## src/rtl/phase_sequencer.sv

```systemverilog
// ---------------------------------------------------------------------------
// phase_sequencer
//   Stepper-motor phase sequencer. While run is high the sequencer walks an
//   8-entry phase table (half-step wave/two-coil pattern) at a programmable
//   rate, tracking a signed position in half-step units.
//
// Ports
//   clk        : motor clock, all state changes on rising edge
//   rst        : asynchronous, active-low reset
//   run        : level-sensitive move request
//   step       : 1 = full step, 0 = half step
//   dir        : 1 = forward (index +), 0 = reverse (index -)
//   rate_div   : phase period minus one, in clk cycles
//   hold_en    : 1 = keep coils energized after a move
//   coils      : coil drive pattern {A,B,C,D}
//   step_pulse : one-cycle pulse per phase advance
//   position   : signed position, half-step units, wraps mod 2^POS_W
//   busy       : high while in RUN
//   done       : one-cycle pulse after leaving RUN
// ---------------------------------------------------------------------------
module phase_sequencer #(
    parameter int unsigned POS_W = 16
) (
    input  logic             clk,
    input  logic             rst,
    input  logic             run,
    input  logic             step,
    input  logic             dir,
    input  logic [7:0]       rate_div,
    input  logic             hold_en,
    output logic [3:0]       coils,
    output logic             step_pulse,
    output logic [POS_W-1:0] position,
    output logic             busy,
    output logic             done
);

    typedef enum logic {
        IDLE = 1'b0,
        RUN  = 1'b1
    } state_t;

    state_t           state, state_next;
    logic [7:0]       count, count_next;
    logic [2:0]       idx, idx_next;
    logic [POS_W-1:0] pos, pos_next;
    logic             pulse_next;
    logic             done_next;
    logic             hold_valid, hold_next;
    logic [2:0]       delta;
    logic [3:0]       pattern;

    always_ff @(posedge clk or negedge rst) begin
        if (!rst) begin
            state      <= IDLE;
            count      <= '0;
            idx        <= '0;
            pos        <= '0;
            step_pulse <= 1'b0;
            done       <= 1'b0;
            hold_valid <= 1'b0;
        end else begin
            state      <= state_next;
            count      <= count_next;
            idx        <= idx_next;
            pos        <= pos_next;
            step_pulse <= pulse_next;
            done       <= done_next;
            hold_valid <= hold_next;
        end
    end

    always_comb begin
        state_next = state;
        count_next = count;
        idx_next   = idx;
        pos_next   = pos;
        pulse_next = 1'b0;
        done_next  = 1'b0;
        hold_next  = hold_valid;
        // Full step from an odd (two-coil) index jumps two; from an even
        // (single-coil) index it moves one to realign onto a two-coil phase.
        delta      = (step && idx[0]) ? 3'd2 : 3'd1;

        case (state)
            IDLE: begin
                if (run) begin
                    state_next = RUN;
                    count_next = '0;
                end
            end
            RUN: begin
                // Dropping run wins over a terminal count in the same cycle.
                if (!run) begin
                    state_next = IDLE;
                    done_next  = 1'b1;
                    hold_next  = 1'b1;
                end else if (count >= rate_div) begin
                    count_next = '0;
                    pulse_next = 1'b1;
                    if (dir) begin
                        idx_next = idx + delta;
                        pos_next = pos + POS_W'(delta);
                    end else begin
                        idx_next = idx - delta;
                        pos_next = pos - POS_W'(delta);
                    end
                end else begin
                    count_next = count + 8'd1;
                end
            end
        endcase
    end

    always_comb begin
        case (idx)
            3'd0:    pattern = 4'b1000;
            3'd1:    pattern = 4'b1100;
            3'd2:    pattern = 4'b0100;
            3'd3:    pattern = 4'b0110;
            3'd4:    pattern = 4'b0010;
            3'd5:    pattern = 4'b0011;
            3'd6:    pattern = 4'b0001;
            default: pattern = 4'b1001;
        endcase
        coils = ((state == RUN) || (hold_en && hold_valid)) ? pattern : '0;
    end

    assign busy     = (state == RUN);
    assign position = pos;

endmodule

```

## config.mk

```make
export PLATFORM = sky130hd
export DESIGN_NAME = phase_sequencer
export DESIGN_NICKNAME = d
export VERILOG_FILES = /design/src/rtl/phase_sequencer.sv
export SDC_FILE = /design/constraint.sdc
export NUM_CORES = 1
export LEC_CHECK = 0
export CAP_MARGIN = 20
export CORE_UTILIZATION = 40
export CTS_BUF_LIST = sky130_fd_sc_hd__clkbuf_16
export CTS_CLUSTER_SIZE = 30
export DETAILED_ROUTE_END_ITERATION = 12
export GPL_TIMING_DRIVEN = 0
export SETUP_SLACK_MARGIN = 0.02
export SLEW_MARGIN = 15
export SYNTH_ARGS = -nofsm -noshare
export SYNTH_HDL_FRONTEND = slang
export SYNTH_SLANG_ARGS = --single-unit
```

## constraint.sdc

```tcl
create_clock -name clk -period 2.7 [get_ports clk]
set_input_delay 0.54 -clock clk [delete_from_list [all_inputs] [get_ports clk]]
set_output_delay 0.54 -clock clk [all_outputs]
set_load 0.02 [all_outputs]
```

---- Word-level counts from Yosys, hierarchy flattened ----
Cells that the tools add are included.
storage, ports and cells
  register bits after elaboration ......... 31
  input bits .............................. 14
  output and inout port bits .............. 23
  logic and storage cells ................. 45
cells by class
  add/sub/neg operators ................... 5
  order comparisons ....................... 1
  equality and inequality tests ........... 8
  mux-type cells .......................... 15
  bitwise gates (word level) .............. 2
  reductions and logical operators ........ 7
operator list
  kind                 count
  $pmux 4 s7           1
  $mux 8               3
  $add 16x2->16        1
  $mux 16              1
  $pmux 8 s2           1
  $sub 16x2->16        1
  $eq 3x3->1 const B   3
  $add 8x1->8 const B  1
  $ge 8x8->1           1
  $eq 3x2->1 const B   2
  $mux 1               6
  $mux 4               1
  $ne 2x2->1 const B   2
  $reduce_and 2->1     2
  $add 3x2->3          1
  $eq 3x1->1 const B   1
  $logic_not 3->1      1
  $mux 3               1
  $reduce_and 3->1     1
  $sub 3x2->3          1
  $logic_and 1x1->1    2
  $mux 2               1
  $not 1->1            2
  $logic_or 1x1->1     1

---- Depth between registers and ports, before layout ----
Gate-level depths: netlist of the first run.
  depth after elaboration ................. 4
  gate-level depth with buffers ........... 10

---- Least setup slack after synthesis of the first run ----
Ideal clock, no wire load.
  kind .................................... input to register
  start ................................... in dir
  end ..................................... reg pos[14], in the netlist position[14]
  arrival ................................. 2.672 ns
  setup slack ............................. -0.106 ns
  stages on the path ...................... 10
  cells stage by stage .................... clkbuf_1 inv_1 ha_1 clkbuf_1 a21o_1 a211o_1 a31o_2 a221oi_1 xor2_1 o21ai_0
on the way
  word-level cells in the longest chain between the ends .. 1
ends and longest elaborated chain
  what                  RTL line  RTL
  start, declared       28        input logic dir,
  $mux 16               101       if (dir) begin
  end signal, assigned  66        pos <= pos_next;
  end, declared         46        logic [POS_W-1:0] pos, pos_next;
Every way passes these cells.
A chain may end at the register's enable or synchronous reset.

---- Final worst setup path of the first run ----
  start ................................... in rate_div[0]
  end ..................................... reg count[2]
on the way
  word-level cells in the longest chain between the ends .. 4
ends and longest elaborated chain
  what                  RTL line  RTL
  start, declared       29        input logic [7:0] rate_div,
  $ge 8x8->1            98        end else if (count >= rate_div) begin
  $mux 8                98
  $mux 8                94        if (!run) begin
  $pmux 8 s2            85        case (state)
  end signal, assigned  64        count <= count_next;
  end, declared         44        logic [7:0] count, count_next;
Every way passes these cells. The select of a mux whose other input is x is not followed.

==> out/results.txt, run 1 <==
Status: completed
Post-DP HPWL: 3.51 mm
Critical Path Sink Type: register
CTS clock-pin slew for the worst setup and hold paths: 0.05 ns
Std-Cell Rows: 27
Layout Nets: 334
Tmin final: 2.58 ns
Synthesized area per cell: 9.16 um^2
Clock Skew: 0.00302 ns
#FFs+latches synth: 31
Initial antenna violation count: 0
Final ANT Viol Nets: 0
WL per Instance: 13.4 um
Synth warn: 0
Post-synthesis adder-cell area fraction: 15.6%
P_sw: 428 uW
Final WS setup: 0.124 ns
Simple-gate portion of the synthesized area: 15.0%
Sequential area share after synthesis: 34.3%
TritonCTS clock tree: built
IR Drop Worst-Case VDD: 265 uV
Number of port buffers: 35
Chip width: 77.2 um
Vias: 1,897
Die Y: 77.2 um
Leakage: 0.00145 uW
Core footprint: 0.00547 mm^2
Fin crit share: 95.4%
Reg2reg end: position[10]
R2R Setup Slk: 0.23 ns
Max-cap viol count: 0
Worst Reg-to-Reg Cells: 9
Seq pwr share: 36.6%
Post-synthesis mux area share: 2.38%
GRT overflow: 0
Total Power: 1440 uW
Cell total after placement: 354
Setup violators final: 0
Xor and xnor area share after synthesis: 6.58%
Share of layout cells above drive strength 1: 12.6%
CTS buffer count: 5
Routability-driven placement congestion ratio: 0.792
Detailed Route WL: 4.89 mm
Worst-path maximum fanout: 10
Main combinational cell family by area after synthesis: compound AO/OA/AOI/OAI gates
RR Startpoint: idx[0]
Switch share: 29.8%
Worst-case clock buffer depth: 2
Slew HR: 51.3%
Comb power frac: 26.7%
Non-filler cells in the finished layout: 366
Place WS: -0.556 ns
Worst-Margin Slew: 0.730 ns
Post-Syn Nets: 288
Slew Viols, Final: 0
PwrDens: 491 mW/mm^2
Total GRT Usage: 18.2%
Pre-antenna DRT Iters: 5
Number of antenna diodes: 0
Vias per inst: 5.18
Internal: 1010 uW
Asr flop ratio synth: 100%
Clk_lat worst skew: 0.27 ns
Primary FF master, synth: dfrtp_1
DRC: 0
Post-DP Area: 0.00270 mm^2
Critical path class: in2reg
Number of synthesized flops with an enable pin: 0
Design Area, Final: 0.00293 mm^2
Global-route wire length before repair: 8.60 mm
Power share of the clock group: 36.7%
Crit path DAT: 2.79 ns
Cell count after synthesis: 247
Die area: 0.00596 mm^2
Starting density of the core: 41.3%
HP Class: in2async
Num Clock Sinks: 31
Distinct cells, synth: 44
Vias in the first global route: 1,810
Clock Root Buffer: clkbuf_16
Layout area overhead: 29.4%
Largest net degree at the start of global routing: 32
Worst Path Required: 2.91 ns
Synthesized cell area: 0.00226 mm^2
Top Ports: 37
Max frequency: 388 MHz
DRT iter0 DRCs: 82
Crit path launch type: primary input
Post-synthesis compound-gate area fraction: 21.4%
RSZ-0062 raised after global routing: true
Final Hold Viols: 0
H-tree levels: 2
==> power by group through the flow <==
stage	Combinational (uW)	Clock [uW]	Sequential [uW]
2_1_floorplan	219	0	551
3_3_place_gp	361	0	531
3_5_place_dp	364	0	531
4_1_cts	376	544	524
5_1_grt	430	569	530
6_report	384	527	525
==> synth_stat cells, types with 4 or more instances <==
cell	n	area share, %
nor2_1	16	2.7
ha_1	25	14
nand2_1	25	4.1
inv_1	18	3.0
a21oi_1	12	2.7
xor2_1	10	3.9
xnor2_1	7	2.7
dfrtp_1	31	34
a21o_1	11	3.7
a211o_1	5	1.9
nor3b_2	4	2.2
clkbuf_1	5	0.83
nand3_1	6	1.3
and3_1	5	1.4
o21ai_0	20	4.4
o2bb2ai_1	4	1.5
==> how the worst max path moves through the flow <==
| stage | slack [ns] | endpoint | startpoint | cells past startpoint |
|---|---|---|---|---|
| CTS | 0.02 | position[14] | step | 10 |
| detailed placement | -0.56 | position[14] | step | 10 |
| finish | 0.12 | count[2] | rate_div[0] | 9 |
| floorplan | 0.09 | position[14] | dir | 10 |
| global placement | -0.56 | position[14] | step | 10 |
| global route | 0.0008 | count[2] | rate_div[4] | 10 |
==> layout make-up <==
type                    count  area, um^2
fillers                   536        2550
multi-input cells         190        1430
flip-flops and latches     31         776
repair buffers             39         378
clock buffers               5         125
well taps                  72        90.1
inverters                  18        70.1
plain buffers               8        47.5
clock inverters             3        12.5
==> cells by family (layout without fill, tap and decap cells) <==
logic type | count (synthesis) | after routing
compound gates | 73 | 73
mux | 5 | 5
flops | 31 | 31
fa+ha+maj | 27 | 27
simple gates | 68 | 68
buf+inv | 26 | 73
xor+xnor | 17 | 17
==> cell usage in the layout, fill, tap and decap left out, types with 6 or more instances in the layout <==
cell	netlist	layout
a21o_1	11	11
a21oi_1	12	12
clkdlybuf4s50_1	0	33
dfrtp_1	31	31
ha_1	25	24
inv_1	18	19
nand2_1	25	23
nand3_1	6	6
nor2_1	16	15
o21ai_0	20	18
xnor2_1	7	7
xor2_1	10	10
==> metrics by stage <==
stage / TNS (ns) / hold WS (ns) / util [%]
6_report: 0 / 0.328 / 53.5
5_1_grt: 0 / 0.388 / 53.5
4_1_cts: 0 / 0.357 / 52.5
3_5_place_dp: -6.47 / 0.462 / 49.3
3_3_place_gp: -6.28 / 0.456 / 49.4
2_1_floorplan: 0 / 0.244 / -
==> critical path: stages <==
cell,delay [ns]
clkdlybuf4s50_1,0.40
ha_1,0.28
nand2b_1,0.14
a211o_1,0.29
a211o_1,0.34
a211o_1,0.37
buf_6,0.16
nor3b_2,0.17
a21o_1,0.09
==> sequential cells by signal, summed over array words and instances (netlist names) <==
register / flops
busy: 1
count: 8
done: 1
hold_valid: 1
idx: 3
position: 16
step_pulse: 1
==> what timing repair did <==
action	4_1_cts	5_1_grt
endpoints found under the setup margin	12	15
setup buffers	1	3
hold buffers	0	0
gates resized for setup	8	11
pin swaps	3	10
==> per-layer routing <==
metal,part of all wire [%],vias to the layer above,GRT usage (%)
li1,-,976,-
met1,49,887,24.9
met2,47,30,28.7
met3,3.1,4,3.93
met4,1.0,0,5.66
met5,0,-,0
Note: power is estimated with default switching activity, not from simulation.
==> run 2: changes to the inputs <==
==> constraint.sdc (replaced) <==
create_clock -name clk -period 2.9 [get_ports clk]
set_input_delay 0.58 -clock clk [delete_from_list [all_inputs] [get_ports clk]]
set_output_delay 0.58 -clock clk [all_outputs]
set_load 0.02 [all_outputs]
==> run 2 against run 1 <==
Net effect: final cell count fell by 0.27%; clock power fell by 6.5%; total power fell by 7.4%; routed wire length fell by 3.8%; clock skew barely moved; critical path depth rose by 2; critical path type unchanged; critical endpoint is now position[14]; highest routed layer unchanged.
==> out/results.txt, run 2 (synthesis gave the netlist of run 1 again) <==
Max frequency: 360 MHz
Final Hold Viols: 0 (unchanged)
IR Drop Worst-Case VDD: 302 uV (+14%)
Met2 Usage GRT: 27.2% (-1.5 points)
Slew HR: 51.9% (+0.61 points)
Commonest cells after routing, fill and taps aside: clkdlybuf4s50_1, dfrtp_1, nand2_1, ha_1, o21ai_0
Slew Viols, Final: 0 (unchanged)
Clk_lat worst skew: 0.27 ns (about the same)
Std-Cell Rows: 27 (unchanged)
Fill count: 524 (-2.2%)
Reg2reg end: position[10]
Share of layout cells above drive strength 1: 11.6% (-0.98 points)
Clock Root Buffer: clkbuf_16
Clock Skew: 0.00308 ns (+0.0000605 ns)
Worst-path maximum fanout: 7 (-3)
Top Ports: 37 (unchanged)
Routability-driven placement congestion ratio: 0.797 (+0.58%)
Largest net degree at the start of global routing: 32 (unchanged)
Most common cell after layout, fill and taps aside: clkdlybuf4s50_1
H-tree levels: 2 (unchanged)
Number of port buffers: 35 (unchanged)
Crit path DAT: 2.92 ns (+0.13 ns)
Starting density of the core: 41.3% (unchanged)
Worst-case clock buffer depth: 2 (unchanged)
Die area: 0.00596 mm^2 (unchanged)
RSZ-0062 raised after global routing: true
RR Startpoint: idx[0]
Worst Reg-to-Reg Cells: 9 (unchanged)
Final ANT Viol Nets: 0 (unchanged)
Tmin final: 2.78 ns
Vias in the first global route: 1,758 (-2.9%)
Layout Utilization: 52.9% (-0.59 points)
Setup violators final: 0 (unchanged)
Max FFs per register: 16 (unchanged)
Area occupied by registers: 776 um^2 (unchanged)
Setup_tns: 0 ns (unchanged)
HP Class: in2async
Place WS: -0.392 ns (+0.164 ns)
Layout area overhead: 27.9%
Fin crit share: 95.8%
TritonCTS clock tree: built
CTS buffer count: 5 (unchanged)
Layout Nets: 333 (-0.30%)
Met1 GRT Util: 23.1% (-1.7 points)
Setup crit start: dir
DRT iter0 DRCs: 61 (-26%)
WL per Instance: 12.9 um (-3.5%)
Global-route wire length before repair: 8.06 mm (-6.3%)
PwrDens: 459 mW/mm^2 (-6.4%)
R2R Setup Slk: 0.45 ns (+0.22 ns)
Final WS setup: 0.122 ns (-0.00200 ns)
Multi-input logic area: 0.00141 mm^2 (-1.4%)
Status: completed
Crit path launch type: primary input
Number of antenna diodes: 0 (unchanged)
Worst-Margin Slew: 0.721 ns (-0.00918 ns)
GR Util met3: 3.57% (-0.36 points)
Leakage: 0.00141 uW (-2.5%)
Post-DP HPWL: 3.46 mm (-1.4%)
CTS clock-pin slew for the worst setup and hold paths: 0.05 ns (about the same)
Vias per inst: 5.05 (-2.5%)
Total GRT Usage: 16.9% (-1.3 points)
Max-cap viol count: 0 (unchanged)
Pre-antenna DRT Iters: 4 (-1)
Vias: 1,844 (-2.8%)
Initial antenna violation count: 0 (unchanged)
Die Y: 77.2 um (unchanged)
Core footprint: 0.00547 mm^2 (unchanged)
Chip width: 77.2 um (unchanged)
GRT overflow: 0 (unchanged)
Worst Path Required: 3.05 ns (+0.14 ns)
Busiest grt layer: met2
DRC: 0 (unchanged)
Critical Path Sink Type: register
Detailed Route WL: 4.71 mm (-3.8%)
Num Clock Sinks: 31 (unchanged)
Critical path class: in2reg
-- run 2: changes by cell type in the layout (fill, tap and decap cells not counted), sizes merged --
cell | before | now
clkinv | 1 | 2
clkbuf | 11 | 10
clkinvlp | 0 | 2
clkdlybuf4s50 | 33 | 34
dlymetal6s2s | 1 | 0
inv | 20 | 17
-- run 2: cell type report --
type                       instances  share of cell area (%)
inverter                          18                    2.46
sequential                        31                    26.8
multi-input combinational        190                    48.6
timing repair buffer              38                    12.7
tap                               72                    3.11
clock buffer                       5                    4.32
buffer                             8                    1.43
clock inverter                     3                   0.519
-- run 2: how the worst max path moves through the flow --
stage	cells after the start	end	slack, ns
floorplan	10	position[14]	0.05
global placement	10	position[14]	-0.40
detailed placement	10	position[14]	-0.39
CTS	10	position[14]	0.009
global route	11	position[15]	-0.05
finish	11	position[14]	0.12
-- run 2: metal layers --
metal / wire [um] / vias to the layer above
li1: - / 969
met5: 0 / -
met2: 2150 / 25
met4: 23 / 0
met3: 114 / 2
met1: 2420 / 848
-- run 2: power by group --
part           switching, uW  total [uW]  internal (uW)
combinational            185         348            163
clock                    182         493            311
sequential              27.1         487            460
total                    394        1330            935
-- run 2: what timing repair did --
| item | CTS | global route |
|---|---|---|
| hold buffers | 0 | 0 |
| buffers inserted | 0 | 3 |
| pin swaps | 1 | 3 |
| resized for setup | 2 | 8 |
| endpoints found under the setup margin | 2 | 13 |
-- run 2: worst max-delay path: stages --
cell	delay, ns
clkbuf_1	0.30
clkinvlp_4	0.16
buf_4	0.18
ha_1	0.28
clkbuf_1	0.17
a21o_1	0.23
a211o_1	0.28
a31o_2	0.21
a221oi_2	0.26
xor2_1	0.18
o21ai_0	0.09
-- run 2: metrics by stage --
stage	cell area, um^2	hold WS (ns)	std cells	power [uW]
2_1_floorplan	2260	0.284	247	716
3_3_place_gp	2700	0.456	354	830
3_5_place_dp	2700	0.460	354	833
4_1_cts	2850	0.405	362	1340
5_1_grt	2890	0.433	365	1410
6_report	2890	0.366	365	1330
==> run 3: changes to the inputs <==
--- a/config.mk
+++ b/config.mk
@@ -11,6 +11,7 @@
 export CTS_CLUSTER_SIZE = 30
 export DETAILED_ROUTE_END_ITERATION = 12
 export GPL_TIMING_DRIVEN = 0
+export HOLD_SLACK_MARGIN = 0.08
 export SETUP_SLACK_MARGIN = 0.02
 export SLEW_MARGIN = 15
 export SYNTH_ARGS = -nofsm -noshare
==> results of run 3 <==
The final DEF is identical to that of run 2; final timing and power are the same.
